$ cat config.mk
export PLATFORM = sky130hd
export DESIGN_NAME = adder_421_ref_pipe
export DESIGN_NICKNAME = d
export VERILOG_FILES = /design/src/rtl/adder_421_pkg.sv /design/src/rtl/adder_421_ref_pipe.sv
export SDC_FILE = /design/constraint.sdc
export NUM_CORES = 1
export LEC_CHECK = 0
export ABC_AREA = 1
export CAP_MARGIN = 40
export CORE_AREA = 2 2 60 62
export DETAILED_ROUTE_END_ITERATION = 12
export DIE_AREA = 0 0 62 64
export PLACE_DENSITY = 0.83
export SLEW_MARGIN = 30
export SYNTH_ARGS = -nofsm -noshare
export SYNTH_HDL_FRONTEND = slang
export SYNTH_SLANG_ARGS = --single-unit
$ cat constraint.sdc
create_clock -name clk -period 6.05 [get_ports clk]
set_input_delay 0.9075 -clock clk [delete_from_list [all_inputs] [get_ports clk]]
set_output_delay 0.9075 -clock clk [all_outputs]
set_load 0.1 [all_outputs]
$ cat src/rtl/adder_421_pkg.sv
// Shared definitions for the 4:2:1 adder result checker.
//   chk_state_e : run-control states of the checker
//   sum_width() : width of the golden sum / DUT result for a given operand width
package adder_421_pkg;

    typedef enum logic [2:0] {
        IDLE  = 3'd0,
        ARM   = 3'd1,
        RUN   = 3'd2,
        DRAIN = 3'd3,
        DONE  = 3'd4
    } chk_state_e;

    // Four W-bit operands plus two carry bits never exceed 2^(W+2)-2.
    function automatic int sum_width(input int w);
        return w + 2;
    endfunction

endpackage

$ cat src/rtl/adder_421_ref_pipe.sv
// Golden-sum reference pipeline for the 4:2:1 adder checker.
// Computes c0+c1+c2+c3+cy0+cy1 and delays it, together with a valid bit,
// through LATENCY register stages so it lines up with the DUT output.
// Ports:
//   clk, rst_n          clock, synchronous active-low reset (clears valids only)
//   load                operands on c0..c3/cy0/cy1 enter stage 0 this cycle
//   c0..c3, cy0, cy1    operands, same values presented to the DUT
//   exp_valid, exp_sum  last stage: expected result due from the DUT now
//   empty               no valid sample anywhere in the delay line
module adder_421_ref_pipe
    import adder_421_pkg::*;
#(
    parameter int IN_WIDTH = 9,
    parameter int LATENCY  = 2
) (
    input  logic                           clk,
    input  logic                           rst_n,
    input  logic                           load,
    input  logic [IN_WIDTH-1:0]            c0,
    input  logic [IN_WIDTH-1:0]            c1,
    input  logic [IN_WIDTH-1:0]            c2,
    input  logic [IN_WIDTH-1:0]            c3,
    input  logic                           cy0,
    input  logic                           cy1,
    output logic                           exp_valid,
    output logic [sum_width(IN_WIDTH)-1:0] exp_sum,
    output logic                           empty
);

    localparam int SW = sum_width(IN_WIDTH);

    logic [SW-1:0]               sum_next;
    logic [LATENCY-1:0]          valid_reg;
    logic [LATENCY-1:0]          valid_next;
    logic [LATENCY-1:0][SW-1:0]  data_reg;
    logic [LATENCY-1:0][SW-1:0]  data_next;

    // Zero-extend before adding so no carry is lost.
    assign sum_next = SW'(c0) + SW'(c1) + SW'(c2) + SW'(c3) + SW'(cy0) + SW'(cy1);

    generate
        for (genvar gi = 0; gi < LATENCY; gi++) begin : g_stage
            if (gi == 0) begin : g_head
                assign valid_next[gi] = load;
                assign data_next[gi]  = sum_next;
            end else begin : g_tail
                assign valid_next[gi] = valid_reg[gi-1];
                assign data_next[gi]  = data_reg[gi-1];
            end
        end
    endgenerate

    // Data needs no reset: it is only looked at when its valid bit is set.
    always_ff @(posedge clk) begin
        if (!rst_n) begin
            valid_reg <= '0;
        end else begin
            valid_reg <= valid_next;
        end
        data_reg <= data_next;
    end

    assign exp_valid = valid_reg[LATENCY-1];
    assign exp_sum   = data_reg[LATENCY-1];
    assign empty     = ~|valid_reg;

endmodule

# Word-level counts from Yosys, hierarchy flattened
# Index checks and enable logic that the tools add are counted.
[word_totals] regBits=24 inputBits=41
[classes] n_reduce_logical=2 addsub=5
[ops] operator="$add 11x1->11" count=2
[ops] operator="$add 10x9->11" count=1
[ops] operator="$add 11x9->11" count=1
[ops] operator="$add 9x9->10" count=1
[ops] operator="$reduce_or 2->1" count=1
[ops] operator="$logic_not 1->1" count=1

# Longest topological paths before layout
# Gate-level depths: netlist (run 1).
[logic_depth] word_depth=5 ltp_mapped=13 depth_no_buf=13

# Least setup slack after synthesis (run 1)
# No wires, ideal clock.
[synth_timing] path_type="input-to-reg" from="input c0[0]" to="register data_reg, in the netlist data_next[21]" path_buffers=0 arrival_time_ns=2.975 stages=12 setup_slack_ns=2.959 t_required_ns=5.934 setup_ns=0.116 path_cell_list="fa_1 -> inv_1 -> fa_1 -> inv_1 -> ha_1 -> fa_1 -> nand3_1 -> nand2_1 -> nand3_1 -> nand2_1 -> nand2_1 -> nand2_1"
[synth_lines] item="from (decl)" line="adder_421_ref_pipe.sv:19" source="input logic [IN_WIDTH-1:0] c0,"
[synth_lines] item="to (signal assigned)" line="adder_421_ref_pipe.sv:60" source="data_reg <= data_next;"
[synth_lines] item="to (decl)" line="adder_421_ref_pipe.sv:35" source="logic [LATENCY-1:0][SW-1:0] data_reg;"

==> metrics.csv, run 1 <==
stage,metric,value,unit
outcome,run status,"complete, no violations",
yosys,Syn Std Cell Area,1550,um2
finish,final core utilization,72.7,%
timing,final max-slew violation count,0,
cts,Num CTS Buffers,3,
flow_run,number of max-cap violations,0,
cts,CTS tree,built,
cts,CTS Buffer Depth,2,
min_path,hold path depth,0,
timing,Fin. Hold Viols,0,
timing,Final setup viols,0,
yosys,top-area cell type share of the netlist area,31.0,%
finish,Post-Layout Inst Area,2390,um2
worst_setup_path,worst path arrival time,3620,ps
placement,DPL Wire Length,2.68,mm
finish,Layout Nets,327,
drt,1st-iter DRT viols,14,
finish,# fillers,235,
worst_setup_path,Setup CP Type,primary input to flip-flop,
yosys,syn_area_per_cell,8.34,um2
worst_setup_path,r2r setup slk,5520,ps
global_route,busiest grt layer,met2,
placement,GPL Wtd Cong,0.840,
global_route,Total GRT Usage,17.4,%
global_route,routing usage on met1,17.9,%
yosys,post-synthesis cell type count,18,
placement,IO Port Bufs,53,
timing,Tmin final,3420,ps
drt,DR WL/cell,9.74,um
global_route,met2 usage,34.8,%
timing,smallest hold slack,339,ps
cts,Sink Count,24,
floorplan,Die ar.,3970,um2
min_path,Hold Crit Class,flip-flop to flip-flop,
finish,layout cells sized above 1,8.20,%
drt,Final ANT Viol Nets,0,
floorplan,num rows,21,
placement,placed inst area,2330,um2
timing,fin crit share,56.5,%
finish,Inserted Diodes,0,
yosys,syn nets,256,
pwr,PD cells,454,nW/um2
pwr,Leak,1.28,nW
global_route,met3 usage,1.62,%
finish,Non-Filler Instances,302,
timing,unrepaired setup endpoints after global routing,no,
worst_setup_path,critical path capture point type,flip-flop,
timing,Slew HR,83.6,%
pwr,Peak supply drop,0.150,mV
cts,clk slew on worst S/H paths,120,ps
cts,# Post-CTS Setup Buffers,0,
timing,Fmax achieved,0.293,GHz
global_route,number of global-route vias before repair,1375,
placement,Cells after DPL,298,
yosys,Synth area leaders,"dfxtp_1 31%, fa_1 25%, inv_1 16%",
floorplan,die width,62,um
cts,quantity of hold-fixing buffers added after cts,0,
yosys,largest area contributor in the netlist,dfxtp_1,
floorplan,Die Y-Extent,64,um
drt,Vias/cell,4.39,
worst_setup_path,Max Fanout on Critical Path,3,
global_route,GR Overflow Total,0,
floorplan,IO Pins,54,
global_route,initial antenna violation count,0,
yosys,Synth Warn #,0,
drt,drt total wl,2.94,mm
yosys,share of the yosys chip area belonging to registers,31.0,%
floorplan,core area,3280,um2
finish,most frequent cells in the layout,"67 x inv_1, 53 x clkdlybuf4s50_1, 33 x nand2_1",
finish,synth-to-layout area growth,53.9,%
timing,Fin Setup TNS,0,ps
timing,worst clock skew,7.28,ps
global_route,largest net degree at the start of global routing,15,
cts,H-tree depth,1,
drt,DR vias,1327,
cts,Post-CTS Resized,0,
drt,1st-pass router iterations,4,
yosys,Synth Register Bits,24,
floorplan,Initial Util,47.2,%
worst_setup_path,CP Data Required Time,6260,ps
drt,DRC Markers,0,
timing,worst slew pin tran,246,ps
worst_setup_path,Critical Path Source Type,primary input,
cts,clock latency on the worst-skew pair,300,ps
finish,"commonest non-fill, non-tap cell in the layout",inv_1,
yosys,Cells after Synth,186,
global_route,first-pass GRT wire length,5.29,mm
worst_setup_path,FF-to-FF path depth,2,
cts,Root Driver,clkbuf_4,
-- kinds of logic after synthesis --
logic type | after synthesis | share of synthesized area (%)
simple gates | 53 | 14.6
flops | 24 | 31.0
xor+xnor | 4 | 2.26
buf+inv | 68 | 16.5
fa+ha+maj | 29 | 32.6
compound gates | 8 | 3.15
-- metal layers --
metal	part of all wire [%]	wire length, um
met5	0	0
met4	1.6	48
met3	4.8	140
met2	57	1680
met1	36	1070
-- final timing paths --
kind                                  end                     from
setup reg to reg  valid_reg[1]$_SDFF_PN0_  valid_reg[0]$_SDFF_PN0_
hold / removal         exp_sum[5]$_DFF_P_    data_next[16]$_DFF_P_
setup / recovery    data_next[21]$_DFF_P_                    c0[0]
hold reg to reg        exp_sum[5]$_DFF_P_    data_next[16]$_DFF_P_
-- per-stage QoR --
step	power (mW)	worst slack, ps
after detailed placement	0.982	2360
final	1.08	2630
after global routing	1.15	2510
after CTS	1.09	2640
after global placement	0.839	2410
after floorplan	0.712	2960
-- cells in the mapped netlist, drive strengths merged --
| master | number |
|---|---|
| fa | 19 |
| o21bai | 2 |
| nor3 | 1 |
| a21oi | 4 |
| clkinv | 1 |
| ha | 10 |
| xor2 | 4 |
| nand2 | 35 |
| nand4 | 1 |
| nor2 | 7 |
| a31oi | 1 |
| inv | 67 |
| dfxtp | 24 |
| nand3 | 9 |
| a21o | 1 |
-- worst max-delay path: stages --
cell	delay, ps
clkdlybuf4s50_1	440
fa_1	550
inv_1	60
fa_1	470
inv_1	50
ha_1	230
fa_1	420
nand3_1	100
nand2_1	120
nand3_1	110
nand2_1	80
nand2_1	60
nand2_1	40
-- cell type report --
cell class                 count  area (um2)  share of cell area, %
clock buffer                   3        22.5                  0.943
clock inverter                 1        30.0                   1.26
inverter                      68         255                   10.7
multi-input combinational     94         816                   34.2
sequential                    24         480                   20.1
tap                           46        57.6                   2.41
timing repair buffer          66         726                   30.4
-- where the power goes --
group / leakage, nW / switching (mW) / internal [mW]
Clock: 0.0279 / 0.0411 / 0.0669
Sequential: 0.202 / 0.0183 / 0.233
Combinational: 1.05 / 0.456 / 0.267
No activity file was read; power rests on OpenSTA's default activity.
==> run 2, diff against run 1 <==
CORE_AREA = 2 2 65 67   (was 2 2 60 62)
DIE_AREA = 0 0 67 69   (was 0 0 62 64)
PLACE_DENSITY = 0.75   (was 0.83)
clock period = 2.9 ns   (was 6.05 ns; I/O delays follow)
==> run 2 against run 1 <==
Net effect:
- total power rose by 98%
- non-clock buffer count fell by 2
- sequential power rose by 110%
- cell count rose by 0.66%
- critical path type unchanged
- highest routed layer unchanged
==> metrics.csv, run 2 (synthesis gave the netlist of run 1 again) <==
stage,metric,value,unit
finish,Layout Nets,325,
placement,DPL Wire Length,2.20,mm
pwr,PD cells,923,nW/um2
floorplan,core area,3910,um2
drt,post-route met1 wirelength,1.04,mm
drt,1st-iter DRT viols,45,
drt,drt total wl,2.45,mm
cts,clk slew on worst S/H paths,80,ps
cts,Root Driver,clkbuf_8,
cts,Num CTS Buffers,3,
cts,CTS tree,built,
drt,1st-pass router iterations,5,
finish,layout cells sized above 1,15.7,%
floorplan,num rows,23,
finish,Post-Layout Inst Area,2320,um2
pwr,Peak supply drop,0.407,mV
placement,GPL Wtd Cong,0.791,
timing,fin crit share,95.5,%
pwr,Leak,1.26,nW
global_route,number of global-route vias before repair,1274,
placement,placed inst area,2190,um2
worst_setup_path,worst path arrival time,2930,ps
global_route,GR Overflow Total,0,
drt,DR WL/cell,8.04,um
finish,synth-to-layout area growth,49.6,%
worst_setup_path,CP peak stage delay,540,ps
cts,Sink Count,24,
worst_setup_path,most frequent cell on the critical path,nand2_1,
timing,smallest hold slack,329,ps
placement,pre-CTS WS,-255,ps
outcome,run status,"complete, no violations",
finish,"commonest non-fill, non-tap cell in the layout",inv_1,
timing,Fmax achieved,0.361,GHz
floorplan,Initial Util,39.6,%
worst_setup_path,Critical Path Source Type,primary input,
global_route,Total GRT Usage,12.4,%
floorplan,Die Y-Extent,69,um
timing,worst slew pin tran,279,ps
min_path,Hold Crit Class,flip-flop to flip-flop,
drt,Vias/cell,4.11,
timing,unrepaired setup endpoints after global routing,yes,
global_route,first-pass GRT wire length,4.69,mm
worst_setup_path,CP Cell Sequence,"clkdlybuf4s50_1, fa_1, inv_1, fa_1, inv_1, ha_1, fa_2, nand3_1, nand2_2, nand3_2, nand2_1, nand2_1, nand2_1",
worst_setup_path,Setup CP Type,primary input to flip-flop,
timing,Slew HR,81.6,%
timing,Fin Setup TNS,0,ps
global_route,initial antenna violation count,0,
timing,final max-slew violation count,0,
timing,worst clock skew,4.38,ps
worst_setup_path,CP Data Required Time,3060,ps
worst_setup_path,Max Fanout on Critical Path,3,
cts,# Post-CTS Setup Buffers,0,
global_route,largest net degree at the start of global routing,15,
cts,H-tree depth,1,
finish,most frequent cells in the layout,"67 x inv_1, 40 x clkdlybuf4s50_1, 32 x nand2_1",
floorplan,Die ar.,4620,um2
drt,DR vias,1249,
floorplan,IO Pins,54,
cts,CTS Buffer Depth,2,
timing,Fin. Hold Viols,0,
drt,met3 wire length,135,um
floorplan,die width,67,um
cts,clock latency on the worst-skew pair,260,ps
drt,Final ANT Viol Nets,0,
drt,Top Metal Used,met4,
worst_setup_path,slowest CP cell,fa_1,
cts,quantity of hold-fixing buffers added after cts,0,
drt,DRC Markers,0,
pwr,Power Total,2.14,mW
timing,fin worst setup slack,130,ps
drt,met2 WL,1.23,mm
placement,IO Port Bufs,53,
timing,Final setup viols,0,
timing,Tmin final,2770,ps
flow_run,number of max-cap violations,0,
finish,Inserted Diodes,0,
worst_setup_path,critical path capture point type,flip-flop,
==> run 2: timing repair <==
item	in CTS	in global routing
hold endpoints to repair	0	0
endpoints found under the setup margin	0	4
resized for setup	0	8
==> run 2: stage by stage <==
| stage | utilization, % | instances |
|---|---|---|
| final | 59.3 | 304 |
| after global routing | 59.3 | 304 |
| after CTS | 57.9 | 304 |
| after detailed placement | 56.1 | 300 |
| after global placement | 56.1 | 300 |
| after floorplan | - | 186 |
==> run 2: cell type report <==
type	instances	area [um2]
Sequential cell	24	480
Inverter	68	255
Multi-Input combinational cell	94	871
Clock inverter	1	30.0
Clock buffer	3	41.3
Timing Repair Buffer	64	581
Tap cell	50	62.6
Fill cell	356	1590
==> run 2: report_power, final <==
part	switching, mW	leakage, nW	total [mW]	internal [mW]
Sequential	0.0349	0.202	0.522	0.487
Combinational	0.921	1.02	1.34	0.423
Clock	0.0909	0.0357	0.275	0.184
==> run 2: worst paths after layout <==
path / startpoint / endpoint / slack [ps] / depth (start not counted)
worst max-delay path: c0[0] / data_next[21]$_DFF_P_ / 130 / 13
worst min-delay path: data_next[13]$_DFF_P_ / exp_sum[2]$_DFF_P_ / 330 / 0
worst max register to register: valid_reg[0]$_SDFF_PN0_ / valid_reg[1]$_SDFF_PN0_ / 2410 / 2
worst min register to register: data_next[13]$_DFF_P_ / exp_sum[2]$_DFF_P_ / 330 / 0
==> run 2: metal layers <==
metal / global-route usage (%) / vias to the layer above
met5: 0 / -
met4: 5.22 / 0
met3: 0.979 / 4
met2: 23.1 / 39
met1: 14.0 / 549
li1: - / 657
==> run 2: critical path, delay by kind of cell <==
| kind | cells | cell delay [ps] |
|---|---|---|
| buffers and inverters | 3 | 520 |
| and+or+nand+nor | 6 | 420 |
| adders and majority gates | 4 | 1550 |
